--- config.mk ---
export PLATFORM = sky130hd
export DESIGN_NAME = ats21_cmd_issuer_flat
export DESIGN_NICKNAME = d
export VERILOG_FILES = /design/src/rtl/ats21_cmd_issuer_if.sv /design/src/rtl/ats21_cmd_issuer.sv /design/src/flat_wrapper.sv
export SDC_FILE = /design/constraint.sdc
export NUM_CORES = 1
export LEC_CHECK = 0
export ABC_CLOCK_PERIOD_IN_PS = 3200
export CAP_MARGIN = 10
export CORE_ASPECT_RATIO = 0.6
export CORE_MARGIN = 1.5
export CORE_UTILIZATION = 49
export DETAILED_ROUTE_END_ITERATION = 10
export PLACE_DENSITY = 0.84
export SLEW_MARGIN = 0
export SYNTH_ARGS = -nofsm -noshare
export SYNTH_HDL_FRONTEND = slang
export SYNTH_SLANG_ARGS = --single-unit
--- constraint.sdc ---
create_clock -name clk -period 3.2 [get_ports clk]
set_input_delay 0.96 -clock clk [delete_from_list [all_inputs] [get_ports clk]]
set_output_delay 0.96 -clock clk [all_outputs]
set_load 0.05 [all_outputs]
--- src/rtl/ats21_cmd_issuer_if.sv ---
// ats21_cmd_issuer_if: host-side command/response handshake of one ATS21 client.
interface ats21_cmd_issuer_if #(parameter int CTRL_WIDTH = 16);
    logic                    cmd_valid;
    logic [2*CTRL_WIDTH-1:0] cmd_data;
    logic                    cmd_ready;
    logic                    resp_valid;
    logic                    resp_ready;
    logic                    resp_ack;
    logic [2:0]              resp_opcode;
    modport master (
        output cmd_valid, cmd_data, resp_ready,
        input  cmd_ready, resp_valid, resp_ack, resp_opcode
    );
    modport slave (
        input  cmd_valid, cmd_data, resp_ready,
        output cmd_ready, resp_valid, resp_ack, resp_opcode
    );
endinterface

--- src/rtl/ats21_cmd_issuer.sv ---
// ats21_cmd_issuer: serializes host instructions onto an ATS21 ctrl bus as two beats,
// returns the sampled Ack/Nack status and tracks alarm completion edges.
module ats21_cmd_issuer #(
    parameter int CTRL_WIDTH   = 16,
    parameter int NUM_ALARMS   = 24,
    parameter int STAT_LATENCY = 1
) (
    input  logic                  clk,
    input  logic                  reset,
    ats21_cmd_issuer_if.slave     host,
    output logic                  req,
    output logic [CTRL_WIDTH-1:0] ctrl,
    input  logic                  stat_in,
    input  logic [NUM_ALARMS-1:0] alarm_data,
    input  logic [NUM_ALARMS-1:0] alarm_clear,
    output logic [NUM_ALARMS-1:0] alarm_pending,
    output logic                  alarm_irq
);
    typedef enum logic [2:0] {IDLE, HI, LO, WAIT, RESP} state_t;
    state_t                state;
    logic [CTRL_WIDTH-1:0] cmd_lo;
    logic [2:0]            cmd_op;
    logic [3:0]            cnt;
    logic [NUM_ALARMS-1:0] history;
    logic [NUM_ALARMS-1:0] pending_nxt;
    wire  [2:0]            in_op = host.cmd_data[2*CTRL_WIDTH-1 -: 3];
    always_ff @(posedge clk or negedge reset) begin
        if (!reset) begin
            state            <= IDLE;
            cmd_lo           <= '0;
            cmd_op           <= '0;
            cnt              <= '0;
            req              <= 1'b0;
            ctrl             <= '0;
            host.cmd_ready   <= 1'b1;
            host.resp_valid  <= 1'b0;
            host.resp_ack    <= 1'b0;
            host.resp_opcode <= '0;
        end else begin
            case (state)
                IDLE: if (host.cmd_valid) begin
                    cmd_lo         <= host.cmd_data[CTRL_WIDTH-1:0];
                    cmd_op         <= in_op;
                    host.cmd_ready <= 1'b0;
                    if (in_op == 3'b000) begin
                        state            <= RESP;
                        host.resp_valid  <= 1'b1;
                        host.resp_ack    <= 1'b1;
                        host.resp_opcode <= in_op;
                    end else begin
                        state <= HI;
                        req   <= 1'b1;
                        ctrl  <= host.cmd_data[2*CTRL_WIDTH-1:CTRL_WIDTH];
                    end
                end
                HI: begin
                    state <= LO;
                    req   <= 1'b0;
                    ctrl  <= cmd_lo;
                end
                LO: begin
                    state <= WAIT;
                    ctrl  <= '0;
                    cnt   <= 4'(STAT_LATENCY);
                end
                WAIT: begin
                    cnt <= cnt - 4'd1;
                    if (cnt == 4'd1) begin
                        state            <= RESP;
                        host.resp_valid  <= 1'b1;
                        host.resp_ack    <= stat_in;
                        host.resp_opcode <= cmd_op;
                    end
                end
                RESP: if (host.resp_ready) begin
                    state           <= IDLE;
                    host.resp_valid <= 1'b0;
                    host.cmd_ready  <= 1'b1;
                end
                default: state <= IDLE;
            endcase
        end
    end
    // A fresh rising edge wins over a clear of the same bit
    always_comb pending_nxt = (alarm_pending & ~alarm_clear) | (alarm_data & ~history);
    always_ff @(posedge clk or negedge reset) begin
        if (!reset) begin
            history       <= '0;
            alarm_pending <= '0;
            alarm_irq     <= 1'b0;
        end else begin
            history       <= alarm_data;
            alarm_pending <= pending_nxt;
            alarm_irq     <= |pending_nxt;
        end
    end
endmodule

--- src/flat_wrapper.sv ---
// flat-port wrapper written by rule: the top's interface ports become plain ports
module ats21_cmd_issuer_flat 
#(
    parameter int CTRL_WIDTH   = 16,
    parameter int NUM_ALARMS   = 24,
    parameter int STAT_LATENCY = 1
)
  (clk, reset, req, ctrl, stat_in, alarm_data, alarm_clear, alarm_pending, alarm_irq, host_cmd_valid, host_cmd_data, host_resp_ready, host_cmd_ready, host_resp_valid, host_resp_ack, host_resp_opcode);
  ats21_cmd_issuer_if #(.CTRL_WIDTH(CTRL_WIDTH)) host_i ();
  input  logic clk;
  input  logic reset;
  output logic req;
  output logic [CTRL_WIDTH-1:0] ctrl;
  input  logic stat_in;
  input  logic [NUM_ALARMS-1:0] alarm_data;
  input  logic [NUM_ALARMS-1:0] alarm_clear;
  output logic [NUM_ALARMS-1:0] alarm_pending;
  output logic alarm_irq;
  input wire logic [$bits(host_i.cmd_valid)-1:0] host_cmd_valid;
  input wire logic [$bits(host_i.cmd_data)-1:0] host_cmd_data;
  input wire logic [$bits(host_i.resp_ready)-1:0] host_resp_ready;
  output wire logic [$bits(host_i.cmd_ready)-1:0] host_cmd_ready;
  output wire logic [$bits(host_i.resp_valid)-1:0] host_resp_valid;
  output wire logic [$bits(host_i.resp_ack)-1:0] host_resp_ack;
  output wire logic [$bits(host_i.resp_opcode)-1:0] host_resp_opcode;
  assign host_i.cmd_valid = host_cmd_valid;
  assign host_i.cmd_data = host_cmd_data;
  assign host_i.resp_ready = host_resp_ready;
  assign host_cmd_ready = host_i.cmd_ready;
  assign host_resp_valid = host_i.resp_valid;
  assign host_resp_ack = host_i.resp_ack;
  assign host_resp_opcode = host_i.resp_opcode;
  ats21_cmd_issuer #(.CTRL_WIDTH(CTRL_WIDTH), .NUM_ALARMS(NUM_ALARMS), .STAT_LATENCY(STAT_LATENCY)) u_core (.clk(clk), .reset(reset), .host(host_i), .req(req), .ctrl(ctrl), .stat_in(stat_in), .alarm_data(alarm_data), .alarm_clear(alarm_clear), .alarm_pending(alarm_pending), .alarm_irq(alarm_irq));
endmodule
==> flow_metrics.py <==
metrics = {
    "yosys": {
        "netlist.area_leader.share_pct": 62.1,
        "synth_edf_count": 0,
        "synthArstFlopShare_pct": 100,
        "synth_warnings": 0,
        "syn_nets": 456,
        "synth-seq-cells": 98,
        "ys_seq_area_share_pct": 62.8,
        "ys_types": 38,
        "syn_inst": 369,
        "yosysTopAreaCell": "dfrtp_1",
        "syn_area_sq_um": 3910,
        "synth.avg_cell_area_sq_um": 10.6,
        "ys_top_cells_by_area": "dfrtp_1 62%, nand2_1 8.5%, nand2b_1 4.3%",
        "synth_ff_type": "dfrtp_1",
    },
    "critical_path": {
        "critPathTopFamily": "buffers and inverters",
        "cp_cell_sequence": "clkdlybuf4s50_1",
        "endpoint_kind": "primary output",
        "cp_slowest_stage_delay_ns": 0.81,
        "crit_buf_inv": 1,
        "cpMaxStageDelayCell": "clkdlybuf4s50_1",
        "path_class": "reg -> out",
        "required_ns": 2.24,
        "critical_path.max_fanout": 3,
        "critPathArrivalTime_ns": 1.69,
        "critPathLaunchType": "flip-flop",
    },
    "grt": {
        "grt_pass1_vias": 3165,
        "grt_pass1_wl_mm": 16.3,
        "overflow": 0,
        "grt_start_max_net_pins": 58,
        "antenna_found_initial": 0,
        "grtUsageTotal_pct": 25.0,
    },
    "timing": {
        "worstMarginPinSlew_ns": 0.752,
        "fmax_ghz": 0.377,
        "hold_viol": 0,
        "worst_slew_margin_rel_pct": 49.9,
        "fin_crit_ns": 2.65,
        "fin_skew_ns": 0.00453,
        "fin_crit_sh_pct": 82.9,
        "finalSetupTns_ns": 0,
        "final-max-slew-violation-count": 0,
        "grt_setup_unrepaired": "no",
        "whs_ns": 0.447,
        "setup_slack_ns": 0.548,
        "setup_viol": 0,
    },
    "routing": {
        "avgViaCountPerCell": 5.19,
        "num_vias": 3172,
        "drc_errors": 0,
        "drt_iter0_drc": 283,
        "firstDrtPassIters": 4,
        "drt_wl_total_mm": 10.1,
        "drtAntennaViolNets": 0,
        "wl_per_cell_microns": 16.5,
    },
    "pwr": {
        "p_leak_nw": 2.53,
        "ir_drop_mv": 0.509,
        "power_switching_mw": 2.01,
        "swShare_pct": 39.6,
        "seq_power_share_pct": 35.9,
        "p_int_mw": 3.06,
        "p_comb_share_pct": 41.4,
        "pwr-share-clk_pct": 22.7,
        "pwr_density_cell_nw_per_um2": 899,
    },
    "clocking": {
        "cts_setup_buffers": 0,
        "clock_latency_ns": 0.34,
        "cts-root-buf": "clkbuf_16",
        "h-tree-depth": 3,
        "clkTransAtPathRegs_ns": 0.06,
        "cts_tree": "yes",
        "cts-resized-gates": 0,
        "numCtsBuffers": 9,
        "clock-sinks": 98,
        "cts_buffer_depth": 2,
        "cts_hold_buf": 0,
    },
    "die": {
        "boundaryPins": 133,
        "die_w_microns": 118,
        "start_util_pct": 52.3,
        "fp.dieH_microns": 72.2,
        "design.die.area_sq_um": 8540,
        "core.rowCount": 24,
        "core_sq_um": 7480,
    },
    "placement": {
        "dp_hpwl_mm": 7.35,
        "numPortBuffers": 132,
        "place.gp.congestion": 0.905,
        "preCtsSetupSlack_ns": 0.614,
        "placed_cells": 596,
    },
    "final_layout": {
        "layout.nets": 590,
        "fillers": 490,
        "area_growth_pct": 44.1,
        "fin_cells": 611,
        "utilization_pct": 75.3,
        "drive_above_1_share_pct": 4.73,
        "insertedDiodeCount": 0,
    },
    "run_status": {
        "status": "completed",
    },
    "hold_path": {
        "hold_class": "reg -> reg",
    },
    "job": {
        "drv_cap": 0,
    },
}
[sequential cells by signal (all words and copies together), names as in the netlist]
| signal | flops |
|---|---|
| u_core.state | 3 |
| u_core.alarm_pending | 24 |
| u_core.host.cmd_ready | 1 |
| u_core.host.resp_ack | 1 |
| u_core.cmd_lo | 16 |
| u_core.host.resp_valid | 1 |
| u_core.req | 1 |
| u_core.history | 24 |
| u_core.cmd_op | 3 |
| u_core.alarm_irq | 1 |
| u_core.ctrl | 16 |
| u_core.cnt | 4 |
| u_core.host.resp_opcode | 3 |
[layout make-up]
class,count,area [sq um],share of cell area (%)
timing repair buffer,138,1360,24.2
clock buffer,13,260,4.62
sequential,98,2450,43.6
inverter,26,97.6,1.73
clock inverter,2,60.1,1.07
multi-input combinational,230,1270,22.5
tap,104,130,2.31
[Yosys cell counts (4+ instances only)]
cell,count
dfrtp_1,97
nand2_1,89
nand2b_1,27
inv_1,26
o21ai_0,25
a22oi_1,16
o22ai_1,11
buf_2,9
a21oi_1,8
o2111ai_1,8
nor2_1,6
o21ai_1,5
nor4_1,4
[placed cells by master (no fill, tap or decap), drive strengths merged, types with 3 or more instances in the layout]
cell             n
a21oi            8
a22oi           16
a2bb2oi          3
buf              7
clkbuf          13
clkdlybuf4s50  131
dfrtp           97
inv             26
nand2           89
nand2b          27
nor2             6
nor3b            3
nor4             4
o2111ai          8
o21ai           31
o22ai           11
[per-stage QoR]
| step | total power [mW] | instance area (sq um) |
|---|---|---|
| final | 5.07 | 5630 |
| after global routing | 5.34 | 5630 |
| after CTS | 5.07 | 5630 |
| after detailed placement | 3.91 | 5310 |
| after global placement | 3.83 | 5310 |
| after floorplan | 3.25 | 3910 |
[power by group through the flow]
| stage | Sequential, mW | Combinational (mW) | Clock, mW |
|---|---|---|---|
| 6_report | 1.82 | 2.09 | 1.15 |
| 5_1_grt | 1.86 | 2.28 | 1.20 |
| 4_1_cts | 1.82 | 2.10 | 1.16 |
| 3_5_place_dp | 1.83 | 2.08 | 0 |
| 3_3_place_gp | 1.82 | 2.01 | 0 |
| 2_1_floorplan | 2.26 | 0.994 | 0 |
[cells by family after synthesis]
| logic type | share of synthesized area, % |
|---|---|
| fa+ha+maj | 0.640 |
| buf+inv | 4.80 |
| xor+xnor | 0.224 |
| mux | 0.256 |
| flops | 62.8 |
| simple gates | 16.9 |
| compound gates | 14.3 |
[final timing paths]
path                                       start                       end  slack [ns]  cells past startpoint
setup / recovery           u_core.host.cmd_ready            host_cmd_ready        0.55                      1
hold / removal                u_core.history[11]  u_core.alarm_pending[11]        0.45                      1
setup reg to reg                 u_core.state[2]      u_core.host.resp_ack        1.27                      4
hold reg to reg               u_core.history[11]  u_core.alarm_pending[11]        0.45                      1
max in group asynchronous                  reset     u_core.host.cmd_ready        1.77                      2
min in group asynchronous                  reset   u_core.alarm_pending[4]        0.66                      1
[metal layers]
layer / routed length [microns] / global-route usage, % / vias up
met5: 0 / 0 / -
met4: 147 / 7.72 / 0
met3: 778 / 7.94 / 14
met2: 4510 / 37.9 / 137
met1: 4670 / 35.0 / 1502
li1: - / - / 1519
No activity file was read; power rests on OpenSTA's default activity.
